`src/rtl/fll_cfg_ctrl.sv`:
```
// fll_cfg_ctrl: replays boot words into the FLL over its four-phase config port, waits for
// lock to drive the reference/FLL clock mux, then serves runtime bus accesses to FLL registers.
module fll_cfg_ctrl #(
    parameter bit          BOOT_EN      = 1'b1,
    parameter logic [31:0] BOOT_CFG1    = 32'h0000_0000,
    parameter logic [31:0] BOOT_CFG2    = 32'h0000_0000,
    parameter int          LOCK_TIMEOUT = 4096,
    parameter int          ACK_TIMEOUT  = 64
) (
    input  logic        clk_i,
    input  logic        rst_i,
    input  logic        cfg_req_i,
    input  logic        cfg_we_i,
    input  logic [1:0]  cfg_addr_i,
    input  logic [31:0] cfg_wdata_i,
    input  logic        cfg_relock_i,
    output logic        cfg_gnt_o,
    output logic        cfg_rvalid_o,
    output logic [31:0] cfg_rdata_o,
    output logic        cfg_err_o,
    output logic        fll_req_o,
    output logic        fll_wrn_o,
    output logic [1:0]  fll_add_o,
    output logic [31:0] fll_data_o,
    input  logic        fll_ack_i,
    input  logic [31:0] fll_r_data_i,
    input  logic        fll_lock_i,
    output logic        clk_sel_o,
    output logic        boot_done_o,
    output logic        lock_err_o
);

    localparam int LCNT_W = $clog2(LOCK_TIMEOUT) + 1;
    localparam int ACNT_W = $clog2(ACK_TIMEOUT) + 1;
    localparam logic [LCNT_W-1:0] LOCK_MAX  = LCNT_W'(LOCK_TIMEOUT);
    localparam logic [LCNT_W-1:0] LOCK_LAST = LCNT_W'(LOCK_TIMEOUT - 1);
    localparam logic [ACNT_W-1:0] ACK_MAX   = ACNT_W'(ACK_TIMEOUT);
    localparam logic [ACNT_W-1:0] ACK_LAST  = ACNT_W'(ACK_TIMEOUT - 1);

    typedef enum logic [2:0] {
        S_BOOT, S_REQ, S_REL, S_LOCK, S_IDLE, S_RESP
    } state_t;

    state_t            state, state_d;
    logic              ack_p0, ack_s, lock_p0, lock_s;
    logic [ACNT_W-1:0] ack_cnt;
    logic [LCNT_W-1:0] lock_cnt;
    logic              boot_idx;
    logic [31:0]       rd_cap;
    logic              ack_to, lock_to, ack_abort, in_boot;
    logic              load_cmd, cmd_wrn;
    logic [1:0]        cmd_add;
    logic [31:0]       cmd_data, rdata_d;
    logic              rvalid_d, err_d, csel_d, bd_d, le_d;

    // ack and lock come from the FLL clock domain: two flops each before any use
    always_ff @(posedge clk_i) begin
        ack_p0  <= fll_ack_i;
        ack_s   <= ack_p0;
        lock_p0 <= fll_lock_i;
        lock_s  <= lock_p0;
    end

    assign ack_to    = (ack_cnt >= ACK_LAST);
    assign lock_to   = (lock_cnt >= LOCK_LAST);
    assign in_boot   = ~boot_done_o;
    assign ack_abort = ack_to && ((state == S_REQ && !ack_s) || (state == S_REL && ack_s));
    assign cfg_gnt_o = (state == S_IDLE) && cfg_req_i && !ack_s && !cfg_relock_i;

    always_ff @(posedge clk_i) begin
        if (rst_i) begin
            if (BOOT_EN) state <= S_BOOT;
            else         state <= S_IDLE;
        end else begin
            state <= state_d;
        end
    end

    always_comb begin
        state_d = state;
        case (state)
            // a stale ack left over from an interrupted handshake must drain before a new request
            S_BOOT: if (!ack_s) state_d = S_REQ;
            S_REQ: begin
                if (ack_s)       state_d = S_REL;
                else if (ack_to) state_d = in_boot ? S_IDLE : S_RESP;
            end
            S_REL: begin
                if (!ack_s)      state_d = in_boot ? (boot_idx ? S_LOCK : S_BOOT) : S_RESP;
                else if (ack_to) state_d = in_boot ? S_IDLE : S_RESP;
            end
            S_LOCK: if (lock_s || lock_to) state_d = S_IDLE;
            S_IDLE: begin
                if (cfg_relock_i)   state_d = S_LOCK;
                else if (cfg_gnt_o) state_d = S_REQ;
            end
            S_RESP:  state_d = S_IDLE;
            default: state_d = S_IDLE;
        endcase
    end

    always_comb begin
        load_cmd = (state_d == S_REQ) && (state != S_REQ);
        cmd_wrn  = 1'b0;
        cmd_add  = boot_idx ? 2'd2 : 2'd1;
        cmd_data = boot_idx ? BOOT_CFG2 : BOOT_CFG1;
        if (state == S_IDLE) begin
            cmd_wrn  = ~cfg_we_i;
            cmd_add  = cfg_addr_i;
            cmd_data = cfg_wdata_i;
        end
        rvalid_d = (state_d == S_RESP);
        err_d    = rvalid_d && ack_abort;
        rdata_d  = (rvalid_d && !ack_abort) ? rd_cap : 32'h0;
        csel_d   = clk_sel_o;
        if (state == S_LOCK && lock_s) csel_d = 1'b1;
        else if (!lock_s)              csel_d = 1'b0;
        le_d = lock_err_o || (clk_sel_o && !lock_s) ||
               (state == S_LOCK && !lock_s && lock_to) || (ack_abort && in_boot);
        bd_d = boot_done_o || (state == S_LOCK && state_d == S_IDLE) || (ack_abort && in_boot);
    end

    always_ff @(posedge clk_i) begin
        if (rst_i) begin
            fll_req_o    <= 1'b0;
            fll_wrn_o    <= 1'b0;
            fll_add_o    <= 2'd0;
            fll_data_o   <= 32'h0;
            cfg_rvalid_o <= 1'b0;
            cfg_err_o    <= 1'b0;
            cfg_rdata_o  <= 32'h0;
            clk_sel_o    <= 1'b0;
            boot_done_o  <= !BOOT_EN;
            lock_err_o   <= 1'b0;
            boot_idx     <= 1'b0;
            ack_cnt      <= '0;
            lock_cnt     <= '0;
        end else begin
            fll_req_o <= (state_d == S_REQ);
            if (load_cmd) begin
                fll_wrn_o  <= cmd_wrn;
                fll_add_o  <= cmd_add;
                fll_data_o <= cmd_data;
            end
            cfg_rvalid_o <= rvalid_d;
            cfg_err_o    <= err_d;
            cfg_rdata_o  <= rdata_d;
            clk_sel_o    <= csel_d;
            boot_done_o  <= bd_d;
            lock_err_o   <= le_d;
            if (state == S_REL && state_d == S_BOOT) boot_idx <= 1'b1;
            // counters restart on every state change and saturate at their timeout
            if (state_d != state)    ack_cnt <= '0;
            else if (ack_cnt != ACK_MAX) ack_cnt <= ack_cnt + ACNT_W'(1);
            if (state_d != state)      lock_cnt <= '0;
            else if (lock_cnt != LOCK_MAX) lock_cnt <= lock_cnt + LCNT_W'(1);
        end
    end

    always_ff @(posedge clk_i) begin
        if (load_cmd)                          rd_cap <= 32'h0;
        else if (state == S_REQ && ack_s && fll_wrn_o) rd_cap <= fll_r_data_i;
    end

endmodule

```
`config.mk`:
```
export PLATFORM = sky130hd
export DESIGN_NAME = fll_cfg_ctrl
export DESIGN_NICKNAME = d
export VERILOG_FILES = /design/src/rtl/fll_cfg_ctrl.sv
export SDC_FILE = /design/constraint.sdc
export NUM_CORES = 1
export LEC_CHECK = 0
export ABC_AREA = 1
export CAP_MARGIN = 20
export CORE_ASPECT_RATIO = 0.75
export CORE_MARGIN = 3
export CORE_UTILIZATION = 35
export CTS_CLUSTER_DIAMETER = 40
export DETAILED_ROUTE_END_ITERATION = 10
export PLACE_DENSITY = 0.65
export REMOVE_ABC_BUFFERS = 1
export SLEW_MARGIN = 20
export SYNTH_ARGS = -nofsm -noshare
export SYNTH_HDL_FRONTEND = slang
export SYNTH_SLANG_ARGS = --single-unit
```
`constraint.sdc`:
```
create_clock -name clk_i -period 3.1 [get_ports clk_i]
set_input_delay 0.31 -clock clk_i [delete_from_list [all_inputs] [get_ports clk_i]]
set_output_delay 0.31 -clock clk_i [all_outputs]
set_load 0.03 [all_outputs]
```
==> qor.txt <==
Crit path buf inv count - 2
FF-to-FF path depth - 14
GRT Total Usage - 0.151
Largest net degree at the start of global routing - 72
Design area - 7990 µm²
Cell taking the most area after synthesis - dfxtp_1
Leak - 3.71 nW
TNS Setup - 0 ns
Root Driver - clkbuf_16
Routed WL per cell - 11.9 µm
CP Capture Type - primary output
# setup viols final - 0
Type of the worst setup path - register to primary output
CTS clk-pin slew, worst paths - 0.06 ns
Insertion delay to the later sink of the worst-skew pair - 0.42 ns
Cts hold-fix bufs - 0
CTS Buf Count - 17
Synth-to-layout area growth - 37.8%
Crit path max-delay family - buffers and inverters
Crit-path cells - nor2_1, nand2_1, buf_4, nor3_1, clkdlybuf4s50_1
Vias in the first global route - 4,325
Cell area after synthesis - 5800 µm²
Initial antenna violation count - 0
GRT overflow - 0
Clock sink count - 133
Number of diodes - 0
Cell count after synthesis - 764
Worst r2r dst - cfg_rdata_o[31]
DRT iter0 DRCs - 307
Final Hold Fails - 0
Pre-antenna DRT Iters - 7
Post-Synth Adder-Cell Area - 0.00862
Via count - 4,839
Fmax - 0.380 GHz
ANT nets after route - 0
Setup Fix Bufs, Post-CTS - 0
Synth top area share - 0.459
Outcome - finished, final reports clean
# rows - 40
Crit start category - register
Worst endpoint required time - 2.79 ns
Worst Max-Slew Pin Slew - 0.630 ns
Synth Flop Type - dfxtp_1
Async set-reset flop share out of synthesis - 0
Yosys warns - 0
Number of max-cap violations - 0
Synth Area in Compound Gates - 0.0619
Die Width - 155 µm
Critical-path top delay cell - clkdlybuf4s50_1
WHS - 0.328 ns
Crit share post-route - 0.849
Post_cts resized - 0
Nets - 983
Total I/O pin count - 147
Port bufs - 146
# DRC - 0
Most frequent cells in the layout - inv_1 (156), clkdlybuf4s50_1 (146), nand2_1 (140)
Clk_skew - 0.0137 ns
Slew Limit Fails - 0
Slowest Stage Delay on Critical Path - 0.74 ns
Xor and xnor area share after synthesis - 0.0226
Register bit total from synthesis - 133
Simple-gate area share of the yosys netlist - 0.305
Min Tclk post-route - 2.63 ns
H-tree depth - 4
Commonest non-fill, non-tap cell in the layout - inv_1
Number of flops mapped to enable cells by yosys - 0
Worst Setup EP - cfg_gnt_o
Die area - 18,200 µm²
Proportion of synthesized area in mux cells - 0.00172
Pwr dens - 587 nW/µm²
WP depth - 5
GPL Wtd Cong - 0.895
Clock Tree Buf Depth - 2
Flop2flop setup slack - 0.78 ns
Core box area - 16,100 µm²
Sequential share of the synthesized area - 0.459
Global-route wire length before repair - 21.9 mm
Setup crit start - state[1]
Vias per inst - 4.29
Placed cell area - 7420 µm²
Avg Synthesized Cell Area - 7.60 µm²
Detailed Place HPWL - 9.21 mm
Share of cells above drive strength 1 - 0.107
Final wirelength - 13.4 mm
Cell variety after synth - 38
Top cells by area, synth - dfxtp_1 (46%), inv_1 (10%), nand2_1 (9.1%)
R2R Path Start - lock_cnt[1]
Worst-path fanout max - 28
Die height - 118 µm
Worst min path class - register to register
Slew headroom - 0.580
Largest family of logic cells by synthesized area - simple AND/OR/NAND/NOR gates
Max VDD drop - 0.343 mV
CTS tree - built
Initial Util - 0.360
RSZ-0062 raised after global routing - no
Arr. time, crit path - 2.32 ns
-- cells by family (layout without fill, tap and decap cells) --
logic type,Yosys count,after routing
buffers and inverters,194,349
AND/OR/NAND/NOR,366,366
XOR/XNOR,15,15
multiplexers,1,1
adder cells (fa/ha/maj),4,4
flip-flops,133,133
AO/OA/AOI/OAI,51,51
-- worst reg2reg max path, delay by kind of cell (launching register included) --
family	cells	cell delay [ns]
fa+ha+maj	1	0.20
simple gates	9	0.90
buf+inv	3	0.56
compound gates	1	0.22
flops	1	0.34
-- final cells by class --
class                      instances  area, µm²
clock buffer                      17        425
clock inverter                    15        150
fill                            1562       8120
inverter                         164        618
multi-input combinational        437       2340
sequential                       133       2660
tap                              210        263
timing repair buffer             153       1540
-- cells in the mapped netlist (all sizes together) (2+ instances only) --
library cell / n
nor4: 3
nand4: 14
a21oi: 6
clkbuf: 12
nor3: 4
dfxtp: 133
nand3: 25
xnor2: 2
buf: 18
nand2: 144
o211ai: 33
nor2: 174
ha: 4
o21ai: 9
xor2: 13
inv: 163
-- registers in the layout, indices dropped and copies added (netlist names) --
signal	flops
ack_cnt	7
ack_p0	1
ack_s	1
boot_done_o	1
boot_idx	1
cfg_err_o	1
cfg_rdata_o	32
cfg_rvalid_o	1
clk_sel_o	1
fll_add_o	2
fll_data_o	32
fll_req_o	1
fll_wrn_o	1
lock_cnt	13
lock_err_o	1
lock_p0	1
lock_s	1
rd_cap	32
state	3
-- metal layers --
| metal | GRT usage | vias up | share of wire |
|---|---|---|---|
| li1 | - | 2569 | - |
| met3 | 0.0713 | 5 | 0.094 |
| met4 | 0.0347 | 0 | 0.0048 |
| met2 | 0.211 | 144 | 0.42 |
| met1 | 0.210 | 2121 | 0.48 |
| met5 | 0 | - | 0 |
-- report_power, final --
group	switching (W)	internal (W)	leakage (nW)
combinational	0.000509	0.000345	2.35
clock	0.000888	0.00107	0.282
sequential	0.0000520	0.00182	1.08
-- stage by stage --
stage	worst slack (ns)	utilization	total power, W	instances
after floorplan	-0.552	-	0.00243	734
after global placement	0.793	0.460	0.00277	1097
after detailed placement	0.770	0.460	0.00277	1097
after CTS	0.463	0.496	0.00475	1129
after global routing	0.305	0.496	0.00493	1129
final	0.468	0.496	0.00469	1129
-- how the worst min path moves through the flow --
stage                    start  endpoint  slack [ns]  cells past startpoint
global placement       lock_p0    lock_s        0.32                      0
detailed placement     lock_p0    lock_s        0.32                      0
floorplan               ack_p0     ack_s        0.31                      0
finish                 lock_p0    lock_s        0.33                      0
global route        fll_lock_i   lock_p0        0.34                      1
CTS                 fll_lock_i   lock_p0        0.33                      1
Power figures use the tool's default switching activity.
